<file path="src/rtl/sram_ctrl_pkg.sv">
// sram_ctrl_pkg: shared state encoding, idle-access constants and depth helper
package sram_ctrl_pkg;
  typedef enum logic {ST_CLEAR, ST_RUN} state_t;
  localparam logic WEN_IDLE = 1'b1;
  localparam logic OEN_IDLE = 1'b1;
  function automatic int mem_depth(input int aw);
    return 2 ** aw;
  endfunction
endpackage

</file>
<file path="src/rtl/sram_ctrl_fifo.sv">
// sync_fifo: synchronous FIFO with occupancy count, used as the read response buffer
module sync_fifo #(
  parameter int DATA_BW   = 64,
  parameter int RSP_DEPTH = 4
) (
  input  logic                           i_clk,
  input  logic                           i_rstn,
  input  logic                           i_push,
  input  logic                           i_pop,
  input  logic [DATA_BW-1:0]             i_data,
  output logic [DATA_BW-1:0]             o_data,
  output logic [$clog2(RSP_DEPTH):0]     o_count
);
  localparam int AW = $clog2(RSP_DEPTH);

  logic [DATA_BW-1:0] r_mem [RSP_DEPTH];
  logic [AW-1:0]      r_wptr, r_rptr;
  logic [AW:0]        r_count;

  always_ff @(posedge i_clk) begin
    if (!i_rstn) begin
      r_wptr  <= '0;
      r_rptr  <= '0;
      r_count <= '0;
    end else begin
      r_wptr  <= r_wptr + AW'(i_push);
      r_rptr  <= r_rptr + AW'(i_pop);
      r_count <= r_count + (AW+1)'(i_push) - (AW+1)'(i_pop);
    end
  end

  always_ff @(posedge i_clk) begin
    if (i_push) r_mem[r_wptr] <= i_data;
  end

  assign o_data  = r_mem[r_rptr];
  assign o_count = r_count;

  a_no_overflow: assert property (@(posedge i_clk) disable iff (!i_rstn)
    !(i_push && !i_pop && r_count == (AW+1)'(RSP_DEPTH)));
endmodule

</file>
<file path="src/rtl/sram_ctrl.sv">
// sram_ctrl: zero-fills the SRAM after reset, then serves in-order read/write requests with credit-protected responses
module sram_ctrl
  import sram_ctrl_pkg::*;
#(
  parameter int ADDR_BW   = 6,
  parameter int DATA_BW   = 64,
  parameter int RSP_DEPTH = 4
) (
  input  logic               i_clk,
  input  logic               i_rstn,
  input  logic               i_req_valid,
  output logic               o_req_ready,
  input  logic               i_req_we,
  input  logic [ADDR_BW-1:0] i_req_addr,
  input  logic [DATA_BW-1:0] i_req_wdata,
  output logic               o_rsp_valid,
  input  logic               i_rsp_ready,
  output logic [DATA_BW-1:0] o_rsp_data,
  output logic [ADDR_BW-1:0] o_mem_addr,
  output logic [DATA_BW-1:0] o_mem_wdata,
  output logic               o_mem_wen,
  output logic               o_mem_oen,
  input  logic [DATA_BW-1:0] i_mem_rdata,
  output logic               o_init_done
);
  localparam int MEM_DEPTH = mem_depth(ADDR_BW);
  localparam int CW        = $clog2(RSP_DEPTH) + 1;

  state_t           r_state, w_state_nxt;
  logic [ADDR_BW:0] r_clr_cnt;
  logic             r_inflight;
  logic             w_accept;
  logic [CW-1:0]    w_count;

  always_ff @(posedge i_clk) begin
    if (!i_rstn) begin
      r_state    <= ST_CLEAR;
      r_clr_cnt  <= '0;
      r_inflight <= 1'b0;
    end else begin
      r_state    <= w_state_nxt;
      r_clr_cnt  <= r_clr_cnt + (ADDR_BW+1)'(r_state == ST_CLEAR);
      r_inflight <= w_accept && !i_req_we;
    end
  end

  always_comb begin
    w_state_nxt = r_state;
    w_accept    = 1'b0;
    o_mem_addr  = '0;
    o_mem_wdata = '0;
    o_mem_wen   = WEN_IDLE;
    o_mem_oen   = OEN_IDLE;
    if (i_rstn && r_state == ST_CLEAR) begin
      o_mem_addr  = r_clr_cnt[ADDR_BW-1:0];
      o_mem_wen   = 1'b0;
      w_state_nxt = (r_clr_cnt == (ADDR_BW+1)'(MEM_DEPTH - 1)) ? ST_RUN : ST_CLEAR;
    end else if (i_rstn && i_req_valid && o_req_ready) begin
      w_accept    = 1'b1;
      o_mem_addr  = i_req_addr;
      o_mem_wdata = i_req_we ? i_req_wdata : '0;
      o_mem_wen   = !i_req_we;
      o_mem_oen   = i_req_we;
    end
  end

  assign o_req_ready = (r_state == ST_RUN) &&
                       ({1'b0, w_count} + (CW+1)'(r_inflight) < (CW+1)'(RSP_DEPTH));
  assign o_init_done = (r_state == ST_RUN);
  assign o_rsp_valid = (w_count != '0);

  sync_fifo #(.DATA_BW(DATA_BW), .RSP_DEPTH(RSP_DEPTH)) u_rsp_fifo (
    .i_clk   (i_clk),
    .i_rstn  (i_rstn),
    .i_push  (r_inflight),
    .i_pop   (o_rsp_valid && i_rsp_ready),
    .i_data  (i_mem_rdata),
    .o_data  (o_rsp_data),
    .o_count (w_count)
  );
endmodule

</file>
<file path="config.mk">
export PLATFORM = sky130hd
export DESIGN_NAME = sram_ctrl
export DESIGN_NICKNAME = d
export VERILOG_FILES = /design/src/rtl/sram_ctrl_pkg.sv /design/src/rtl/sram_ctrl_fifo.sv /design/src/rtl/sram_ctrl.sv
export SDC_FILE = /design/constraint.sdc
export NUM_CORES = 1
export LEC_CHECK = 0
export BUFFER_PORTS_ARGS = -buffer_cell sky130_fd_sc_hd__buf_2
export CORE_ASPECT_RATIO = 0.7
export CORE_MARGIN = 2
export CORE_UTILIZATION = 38
export DETAILED_ROUTE_END_ITERATION = 8
export GPL_ROUTABILITY_DRIVEN = 0
export SLEW_MARGIN = 20
export SYNTH_ARGS = -nofsm -noshare
export SYNTH_HDL_FRONTEND = slang
export SYNTH_HIERARCHICAL = 1
export SYNTH_SLANG_ARGS = --single-unit
</file>
<file path="constraint.sdc">
create_clock -name i_clk -period 6.9 [get_ports i_clk]
set_input_delay 0.69 -clock i_clk [delete_from_list [all_inputs] [get_ports i_clk]]
set_output_delay 0.69 -clock i_clk [all_outputs]
set_load 0.01 [all_outputs]
</file>
---- Yosys cells after proc, flatten, opt, wreduce, memory -nomap -nowiden ----
Memory sizes are Yosys's and may differ from the RTL's. A register that Yosys moved wholly into a read port is not among the register bits.
Cells that the tools add are included.
storage, ports and cells
  flip-flop bits (word level) ............. 16
  latch bits .............................. 0
  RAM bits ................................ 256
  bits in read-only memories .............. 0
  bits of input ports ..................... 139
  output and inout bits ................... 139
  logic and storage cells ................. 39
  memories ................................ 1
memories
  name              depth  bits a word  read ports  clocked after memory_dff  wr ports  line                  text
  u_rsp_fifo.r_mem  4      64           1           1                         1         sram_ctrl_fifo.sv:16  logic [DATA_BW-1:0] r_mem [RSP_DEPTH];
operators by class
  $add $sub $neg .......................... 6
  multiply operators ...................... 0
  divide/modulo/power cells ............... 0
  order comparisons ....................... 1
  equality and inequality tests ........... 1
  shift-type cells ........................ 0
  mux-type cells .......................... 15
  bitwise logic cells ..................... 1
  reduce and logical (&&, ||, !) cells .... 8
operators by type and width
  operator            number
  $mux 64             3
  $mux 6              2
  $mux 1              9
  $add 7x1->7         1
  $eq 7x6->1 const B  1
  $logic_and 1x1->1   6
  $add 2x1->2         2
  $add 3x1->4         1
  $lt 4x3->1 const B  1
  $add 3x1->3         1
  $reduce_bool 3->1   1
  $sub 3x1->3         1
  $mux 2              1
  $logic_not 1->1     1
  $not 1->1           1

---- Longest topological paths before layout ----
Gate-level depths: netlist of the first run.
  depth after elaboration ................. 7
  depth in mapped cells ................... 9
  gate-level depth less buffers ........... 9

---- Cells and area by module ----
Netlist of the first run, hierarchy kept.
by module, submodules not included
  module     times used  cells each  area an instance (µm²)  sequential area each (µm²)
  sync_fifo  1           364         9,644.2                 7,827.5
  sram_ctrl  1           124         1,008.5                 180.2

---- Worst setup path after synthesis of the first run ----
No wires, ideal clock.
  path type ............................... reg-to-reg
  from .................................... register r_inflight
  to ...................................... memory u_rsp_fifo.r_mem[0][0] (enable)
  setup time .............................. 0.578 ns
  arrival ................................. 5.105 ns
  data required time ...................... 6.322 ns
  setup slack ............................. 1.217 ns
  cell stages (with the launch flop) ...... 2
  path buffers ............................ 0
  period minus slack after synthesis ...... 5.683 ns
  path through ............................ dfxtp_1 -> nor3b_1
between the ends
  word-level cells in the longest chain between the ends .. 2
ends and longest elaborated chain
  element                       line                  text
  from (decl)                   sram_ctrl.sv:31       logic r_inflight;
  from (signal assigned)        sram_ctrl.sv:43       r_inflight <= w_accept && !i_req_we;
  $mux 1                        sram_ctrl_fifo.sv:33  if (i_push) r_mem[r_wptr] <= i_data;
  $mux 1 (implied by the code)  sram_ctrl_fifo.sv:33
  to (decl)                     sram_ctrl_fifo.sv:16
Every way passes these cells.

==> results of run 1 <==
[power by group]
group / switching [W] / internal [W] / leakage [nW]
clock: 0.000622 / 0.000917 / 0.459
sequential: 0.0000844 / 0.00182 / 2.43
combinational: 0.000279 / 0.000383 / 2.05
total: 0.000984 / 0.00312 / 4.94
[logic make-up (layout without fill, tap and decap cells)]
| group | count (synthesis) | in the layout |
|---|---|---|
| flip-flops | 272 | 272 |
| AND/OR/NAND/NOR | 100 | 100 |
| multiplexers | 64 | 64 |
| buffers and inverters | 29 | 340 |
| AO/OA/AOI/OAI | 10 | 10 |
| adder cells (fa/ha/maj) | 7 | 7 |
| XOR/XNOR | 6 | 6 |
| other | 0 | 4 |
[worst max-delay path, stage by stage (launching register included)]
cell     delay, ns
dfxtp_4       0.72
buf_4         0.72
mux4_1        0.65
buf_2         0.16
[per-layer routing]
metal  global-route usage  part of all wire
met5                    0           0.00032
met4               0.0259             0.016
met3               0.0437             0.069
met2                0.219              0.44
met1                0.216              0.47
[cell usage in the layout (no fill, tap or decap), types with 3 or more instances in the layout]
cell        synthesis  layout
and2_1             42      42
bufinv_16           0       5
clkinv_2            0       5
mux4_1              4       4
a22o_1              6       6
clkinv_1            0       3
mux4_2             60      60
edfxtp_1          256     256
dfxtp_1            16      14
nor3_1              3       3
inv_1               6       6
buf_2               6     277
and2_2             33      33
ha_1                6       6
nand2_1             4       4
buf_4               0       6
clkbuf_16           0      27
xor2_1              3       3
clkinvlp_4          0       3
diode_2             0       4
[sequential cells by signal, summed over array words and instances (netlist names)]
name / flops
o_init_done: 1
u_rsp_fifo/r_wptr: 2
u_rsp_fifo/r_mem: 256
u_rsp_fifo/o_count: 3
r_clr_cnt: 7
r_inflight: 1
u_rsp_fifo/r_rptr: 2
[cell type report]
class | count | area (um^2)
Sequential cell | 272 | 8020
Clock inverter | 21 | 267
Clock buffer | 29 | 683
Fill cell | 2350 | 14400
Inverter | 6 | 22.5
Multi-Input combinational cell | 187 | 2390
Tap cell | 371 | 464
Antenna cell | 4 | 10.0
Timing Repair Buffer | 284 | 1460
[worst paths after layout]
| check | start | to | slack, ns |
|---|---|---|---|
| setup reg to reg | u_rsp_fifo/o_count[2]$_SDFF_PN0_ | u_rsp_fifo/o_count[2]$_SDFF_PN0_ | 4.60 |
| setup / recovery | u_rsp_fifo/r_rptr[0]$_SDFF_PN0_ | o_rsp_data[1] | 3.38 |
| hold reg to reg | r_clr_cnt[6]$_SDFF_PN0_ | r_clr_cnt[6]$_SDFF_PN0_ | 0.52 |
| hold / removal | i_req_we | r_inflight$_SDFF_PN0_ | 0.34 |
[stage by stage]
step | setup slack (ns) | instances
2_1_floorplan | 1.22 | 488
3_3_place_gp | 3.84 | 1119
3_5_place_dp | 3.82 | 1119
4_1_cts | 3.22 | 1169
5_1_grt | 3.11 | 1171
6_report | 3.38 | 1174
==> impl_metrics.toml, run 1 <==
[global_route]
grt_pass1_wl_um = 32700
grt_max_degree = 66
antenna_found_initial = 5
grt-ovfl-total = 0
grt_usage = 0.147
grt_pass1_vias = 5439

[worst_hold_path]
worstHoldPathType = "in -> reg"
hold_depth = 2

[timing]
setup_violations = 0
rsz0062_at_grt = "no"
tns_ns = 0
maxSlewViolCount = 0
skew_ns = 0.0140
hold_viol = 0
whs_ns = 0.337
period_needed_ns = 3.52
tightest_slew_ns = 1.04
max_freq_ghz = 0.284
slew_headroom = 0.309
finalCritPeriodShare = 0.510

[place]
dp_hpwl_um = 14000
placed_area_um2 = 12300
port_buffers = 277

[floorplan]
num_rows = 51
initial_core_util = 0.385
dieWidth_um = 204
die-area_um2 = 29400
dieHeight_um = 144
boundaryPins = 278
core_um2 = 27700

[clocking]
clock_sinks = 272
cts-root-buf = "clkbuf_16"
cts_buffers = 27
hold_buffers = 0
cts.htree.levels = 1
cts_buffer_depth = 3
worstSkewPairLatency_ns = 0.54
cts_tree = "built"
cts_resized = 0
clkTransAtPathRegs_ns = 0.06
postCtsSetupBuffers = 0

[logic_synthesis]
yosysTopAreaCell = "edfxtp_1"
synth_compound_area_frac = 0.00752
postSynthCellCount = 488
synth_common_cells = "edfxtp_1, mux4_2, and2_1"
ys_ff_latch = 272
syn_avg_cell_area_um2 = 21.8
synth-main-ff-cell = "edfxtp_1"
synthesis.nets = 634
yosysUniqueCellTypes = 37
yosysMostFrequentCell = "edfxtp_1"
synth-xor-area-share = 0.00623
yosysTopAreaCellShare = 0.722
yosys_warnings = 6
seq_area_frac_synth = 0.752
synthSimpleGateAreaFrac = 0.0621
synth_top_family_by_area = "multiplexers"
synth_fa_ha_area_frac = 0.00893
syn-cell-area_um2 = 10700
synthMuxAreaShare = 0.137
synthArstFlopShare = 0
synth_edf_count = 256
yosys-top-cells-area = "edfxtp_1, mux4_2, dfxtp_1"

[routing]
viasPerCell = 4.67
wire_per_inst_um = 18.7
wl_um = 22000
vias = 5486
first_pass_iters = 6
drt.antenna.violating_nets = 0
drcViolationCount = 0
drt_iter0_drc = 332

[setup_path]
crit_type = "reg -> out"
cp_max_fo = 37
endpoint_kind = "output pin"
worstPathRequired_ns = 6.21
crit_path_start_kind = "flop"
cp.arrival_ns = 2.83
r2r_cells = 9

[power]
power.density_nw_per_um2 = 308
ir_worst_vdd_mv = 0.217
power_w = 0.00410
p_leak_nw = 4.94

[run_status]
status = "complete, no violations"

[cells_and_area]
synthToLayoutAreaGrowth_pct = 24.9
fin_util = 0.481
final_net_count = 924
fin_area_um2 = 13300
drive_gt1_frac = 0.538

[job]
cap_viol_max_count = 0
No activity file was read; power rests on OpenSTA's default activity.
==> inputs of run 2 (changes only) <==
clock period = 3.25 ns   (was 6.9 ns; I/O delays follow)
==> impl_metrics.toml, run 2 (synthesis gave the netlist of run 1 again) <==
[clocking]
clock_sinks = 272
worstSkewPairLatency_ns = 0.53
cts_resized = 0
clkTransAtPathRegs_ns = 0.06
cts_buffer_depth = 3
cts_buffers = 26
cts_tree = "built"
cts-root-buf = "clkbuf_16"
cts.htree.levels = 1

[setup_path]
endpoint_kind = "output pin"
slowest_delay_ns = 0.42
path_delay_family = "simple AND/OR/NAND/NOR gates"
r2r_cells = 9
cp_cell_sequence = "nand4b_1, nor3b_4, buf_4, and2_2, buf_2"
crit_path_start_kind = "flop"
worstPathRequired_ns = 2.92
rr_endpoint = "u_rsp_fifo/o_count[2]$_SDFF_PN0_"
slowest_stage = "buf_4"
cp.arrival_ns = 2.16
crit_buf_inv = 2
crit_type = "reg -> out"
reg2reg_slack_ns = 0.96
cp_max_fo = 65
rr_startpoint = "u_rsp_fifo/o_count[2]$_SDFF_PN0_"

[power]
p_sw_w = 0.00202
p_leak_nw = 5.07
ir_worst_vdd_mv = 0.448
pwr-share-clk = 0.341
comb_power_share = 0.190
power.internal_w = 0.00638
power_w = 0.00840
power.density_nw_per_um2 = 615
swShare = 0.241
pwr-share-seq = 0.468

[cells_and_area]
fin_area_um2 = 13700
synthToLayoutAreaGrowth_pct = 28.3
seqCellArea_um2 = 8020
regMostFlops = "u_rsp_fifo/r_mem"
layout.cells.non_filler = 1211
multi_input_area_um2 = 2390
final_common_cell = "buf_2"
nFillCells = 2323
drive_gt1_frac = 0.500
final_net_count = 966
largest_reg_flops = 256
diodes = 0
final_cell_mix = "buf_2, edfxtp_1, mux4_2, and2_1, dlygate4sd3_1"

[global_route]
antenna_found_initial = 0
grt_pass1_wl_um = 33300
grt_max_degree = 66
busiest_layer = "met2"
globalRouteMet3Util = 0.0482
use_met1 = 0.216
grt-ovfl-total = 0
met2_usage = 0.219
grt_pass1_vias = 5693
grt_usage = 0.148

[place]
dp_hpwl_um = 13900
placed_area_um2 = 12400
port_buffers = 277
dpl.cell_count = 1121

[timing]
finalCritPeriodShare = 0.763
setup_violations = 0
max_freq_ghz = 0.403
rsz0062_at_grt = "no"
tightest_slew_ns = 0.536
skew_ns = 0.0156
slew_headroom = 0.643
tns_ns = 0
period_needed_ns = 2.48
hold_viol = 0
maxSlewViolCount = 0

[floorplan]
core_um2 = 27700
dieHeight_um = 144
num_rows = 51
die-area_um2 = 29400
initial_core_util = 0.385
boundaryPins = 278
dieWidth_um = 204

[worst_hold_path]
worstHoldPathType = "in -> reg"
holdPathEnd = "u_rsp_fifo/r_mem[1][51]$_DFFE_PP_"
hold_depth = 1
min_from = "i_mem_rdata[51]"

[job]
cap_viol_max_count = 0

[routing]
wire_per_inst_um = 18.2
viasPerCell = 4.65
vias = 5627
drt.antenna.violating_nets = 0
first_pass_iters = 4
drt_iter0_drc = 280
wl_um = 22000
drcViolationCount = 0

[run_status]
status = "complete, no violations"
## run 2: changes by cell type in the layout (fill, tap and decap cells not counted), moves of 2 or more
| cell | change |
|---|---|
| dlygate4sd3_1 | +42 |
| buf_12 | +6 |
| clkbuf_1 | +6 |
| bufinv_16 | -5 |
| clkinv_2 | -5 |
| buf_4 | -4 |
| diode_2 | -4 |
| clkbuf_8 | +3 |
| clkinv_1 | +3 |
| inv_6 | -2 |
## run 2: worst max path at each step
stage | startpoint | to | cells past startpoint
after floorplan | u_rsp_fifo/r_wptr[1]$_SDFF_PN0_ | u_rsp_fifo/r_mem[2][0]$_DFFE_PP_ | 2
after global placement | u_rsp_fifo/o_count[2]$_SDFF_PN0_ | u_rsp_fifo/o_count[2]$_SDFF_PN0_ | 9
after detailed placement | u_rsp_fifo/o_count[2]$_SDFF_PN0_ | u_rsp_fifo/o_count[2]$_SDFF_PN0_ | 9
after CTS | u_rsp_fifo/r_rptr[0]$_SDFF_PN0_ | o_rsp_data[0] | 3
after global routing | r_inflight$_SDFF_PN0_ | o_mem_wdata[40] | 5
final | u_rsp_fifo/o_count[2]$_SDFF_PN0_ | o_mem_wdata[47] | 5
## run 2: worst reg2reg max path, delay by kind of cell (launching register included)
| kind | cells | cell delay, ns |
|---|---|---|
| flops | 1 | 0.34 |
| fa+ha+maj | 3 | 0.81 |
| xor+xnor | 1 | 0.20 |
| simple gates | 3 | 0.72 |
| buf+inv | 2 | 0.11 |
## run 2: layer usage
metal / wire length, um / vias up
li1: - / 2629
met1: 10400 / 2829
met2: 9700 / 140
met3: 1680 / 29
met4: 304 / 0
met5: 0 / -
## run 2: metrics by stage
stage	utilization	setup WS [ns]	hold slack [ns]
6_report	0.493	0.769	0.0261
5_1_grt	0.493	0.576	0.00711
4_1_cts	0.493	0.731	0.000460
3_5_place_dp	0.448	0.973	0.495
3_3_place_gp	0.448	0.978	0.480
2_1_floorplan	-	0.673	0.417
## run 2: final cells by class
| class | count | share of cell area |
|---|---|---|
| Clock buffer | 39 | 0.0565 |
| Clock inverter | 9 | 0.00394 |
| Inverter | 6 | 0.00165 |
| Multi-Input combinational cell | 187 | 0.175 |
| Sequential cell | 272 | 0.587 |
| Tap cell | 371 | 0.0340 |
| Timing Repair Buffer | 327 | 0.142 |
## run 2: timing repair
action / in CTS / in global routing
endpoints found under the hold margin: 157 / 0
buffers inserted: 0 / 0
hold buffers: 42 / 0
## run 2: power by group through the flow
stage / clock network [W] / registers [W] / logic (W)
2_1_floorplan: 0 / 0.00395 / 0.00122
3_3_place_gp: 0 / 0.00401 / 0.00160
3_5_place_dp: 0 / 0.00401 / 0.00160
4_1_cts: 0.00296 / 0.00394 / 0.00164
5_1_grt: 0.00309 / 0.00394 / 0.00175
6_report: 0.00287 / 0.00393 / 0.00160
==> inputs of run 3 (changes only) <==
clock period = 2.55 ns   (was 3.25 ns; I/O delays follow)
==> impl_metrics.toml, run 3 (synthesis gave the netlist of run 1 again) <==
[cells_and_area]
synthToLayoutAreaGrowth_pct = 31.2
final_net_count = 1002
seqCellArea_um2 = 8020
diodes = 0
final_common_cell = "buf_2"
final_cell_mix = "buf_2, edfxtp_1, dlygate4sd3_1, mux4_2, and2_1"
regMostFlops = "u_rsp_fifo/r_mem"
nFillCells = 2311
largest_reg_flops = 256
layout.cells.non_filler = 1247
multi_input_area_um2 = 2390
drive_gt1_frac = 0.498

[global_route]
grt_pass1_vias = 5901
grt_max_degree = 66
antenna_found_initial = 0
grt-ovfl-total = 0
grt_pass1_wl_um = 34300
grt_usage = 0.152

[power]
ir_worst_vdd_mv = 0.704
pwr-share-clk = 0.339
power.density_nw_per_um2 = 782
power.internal_w = 0.00830
p_sw_w = 0.00262
swShare = 0.240
p_leak_nw = 5.24
pwr-share-seq = 0.460
comb_power_share = 0.201

[setup_path]
crit_type = "reg -> out"
rr_endpoint = "u_rsp_fifo/o_count[2]$_SDFF_PN0_"
cp-startpoint = "o_init_done$_SDFFE_PN0P_"
cp_max_fo = 65
cp.arrival_ns = 2.06
endpoint_kind = "output pin"
rr_startpoint = "u_rsp_fifo/o_count[2]$_SDFF_PN0_"
setup.worst_path.end = "o_mem_wdata[17]"
r2r_cells = 9
crit_path_start_kind = "flop"
reg2reg_slack_ns = 0.28
worstPathRequired_ns = 2.30

[routing]
viasPerCell = 4.65
drcViolationCount = 0
wl_met3_um = 1430
dr.max_layer_used = "met4"
first_pass_iters = 5
drt.antenna.violating_nets = 0
vias = 5802
dr_wl_met2_um = 10100
wire_per_inst_um = 18.3
wl_met1_um = 10800
wl_um = 22800
drt_iter0_drc = 381

[clocking]
clock_sinks = 272
cts_buffer_depth = 3
cts.htree.levels = 1
cts-root-buf = "clkbuf_16"
worstSkewPairLatency_ns = 0.53
cts_tree = "built"
clkTransAtPathRegs_ns = 0.06
cts_buffers = 26

[floorplan]
core_um2 = 27700
die-area_um2 = 29400
num_rows = 51
dieWidth_um = 204
initial_core_util = 0.385
boundaryPins = 278
dieHeight_um = 144

[place]
dpl_worst_slack_ns = 0.275
dp_hpwl_um = 14600
port_buffers = 277
dpl.cell_count = 1127

[timing]
skew_ns = 0.0160
tightest_slew_ns = 0.615
slew_headroom = 0.590
finalCritPeriodShare = 0.907
setup_violations = 0
max_freq_ghz = 0.432
rsz0062_at_grt = "no"
period_needed_ns = 2.31
hold_viol = 0
worst_slack_ns = 0.236
maxSlewViolCount = 0
tns_ns = 0

[run_status]
status = "complete, no violations"

[worst_hold_path]
worstHoldPathType = "in -> reg"

[job]
cap_viol_max_count = 0
==> run 3: cell types whose count changed in the layout (fill, tap and decap cells not counted), sizes merged <==
| cell | change |
|---|---|
| buf | +13 |
| clkbuf | -5 |
| bufinv | +2 |
| dlygate4sd3 | +23 |
| clkinvlp | -2 |
| clkinv | +5 |
==> run 3: critical path, cell delays in order (launching register included) <==
cell      delay [ns]
dfxtp_1         0.41
nand4b_1        0.22
nor3b_4         0.26
buf_12          0.24
and2_1          0.23
buf_2           0.16
==> run 3: worst min path at each step <==
stage                     startpoint                       end  slack (ns)  cells past startpoint
after floorplan             i_req_we     r_inflight$_SDFF_PN0_        0.35                      1
after global placement      i_req_we     r_inflight$_SDFF_PN0_        0.46                      2
after detailed placement    i_req_we     r_inflight$_SDFF_PN0_        0.46                      2
after CTS                     i_rstn  o_init_done$_SDFFE_PN0P_        0.08                      2
after global routing          i_rstn  o_init_done$_SDFFE_PN0P_        0.11                      2
final                         i_rstn  o_init_done$_SDFFE_PN0P_        0.11                      2
==> run 3: layout make-up <==
type | instances | area share
sequential | 272 | 0.574
multi-input combinational | 187 | 0.171
timing repair buffer | 363 | 0.162
clock buffer | 34 | 0.0502
tap | 371 | 0.0332
clock inverter | 14 | 0.00851
inverter | 6 | 0.00161
==> run 3: metrics by stage <==
stage | cell area [um^2] | utilization | hold WS [ns] | total power, W
2_1_floorplan | 10700 | - | 0.347 | 0.00659
3_3_place_gp | 12400 | 0.450 | 0.456 | 0.00719
3_5_place_dp | 12400 | 0.450 | 0.464 | 0.00720
4_1_cts | 13900 | 0.503 | 0.0800 | 0.0110
5_1_grt | 14000 | 0.505 | 0.110 | 0.0114
6_report | 14000 | 0.505 | 0.107 | 0.0109
==> run 3: layer usage <==
| layer | vias to the layer above | global-route usage |
|---|---|---|
| met5 | - | 0 |
| met4 | 0 | 0.0294 |
| met3 | 28 | 0.0446 |
| met2 | 142 | 0.230 |
| met1 | 2933 | 0.219 |
| li1 | 2699 | - |
==> run 3: power groups by stage <==
stage	Combinational [W]	Sequential, W	Clock, W
after detailed placement	0.00204	0.00517	0
final	0.00219	0.00503	0.00370
after floorplan	0.00156	0.00504	0
after global routing	0.00238	0.00504	0.00400
after global placement	0.00202	0.00516	0
after CTS	0.00212	0.00507	0.00382
==> run 3: repair_timing <==
item,4_1_cts,5_1_grt
gates resized for setup,0,0
setup buffers,0,7
endpoints found under the setup margin,0,4
hold endpoints to repair,257,0
hold buffers,65,0
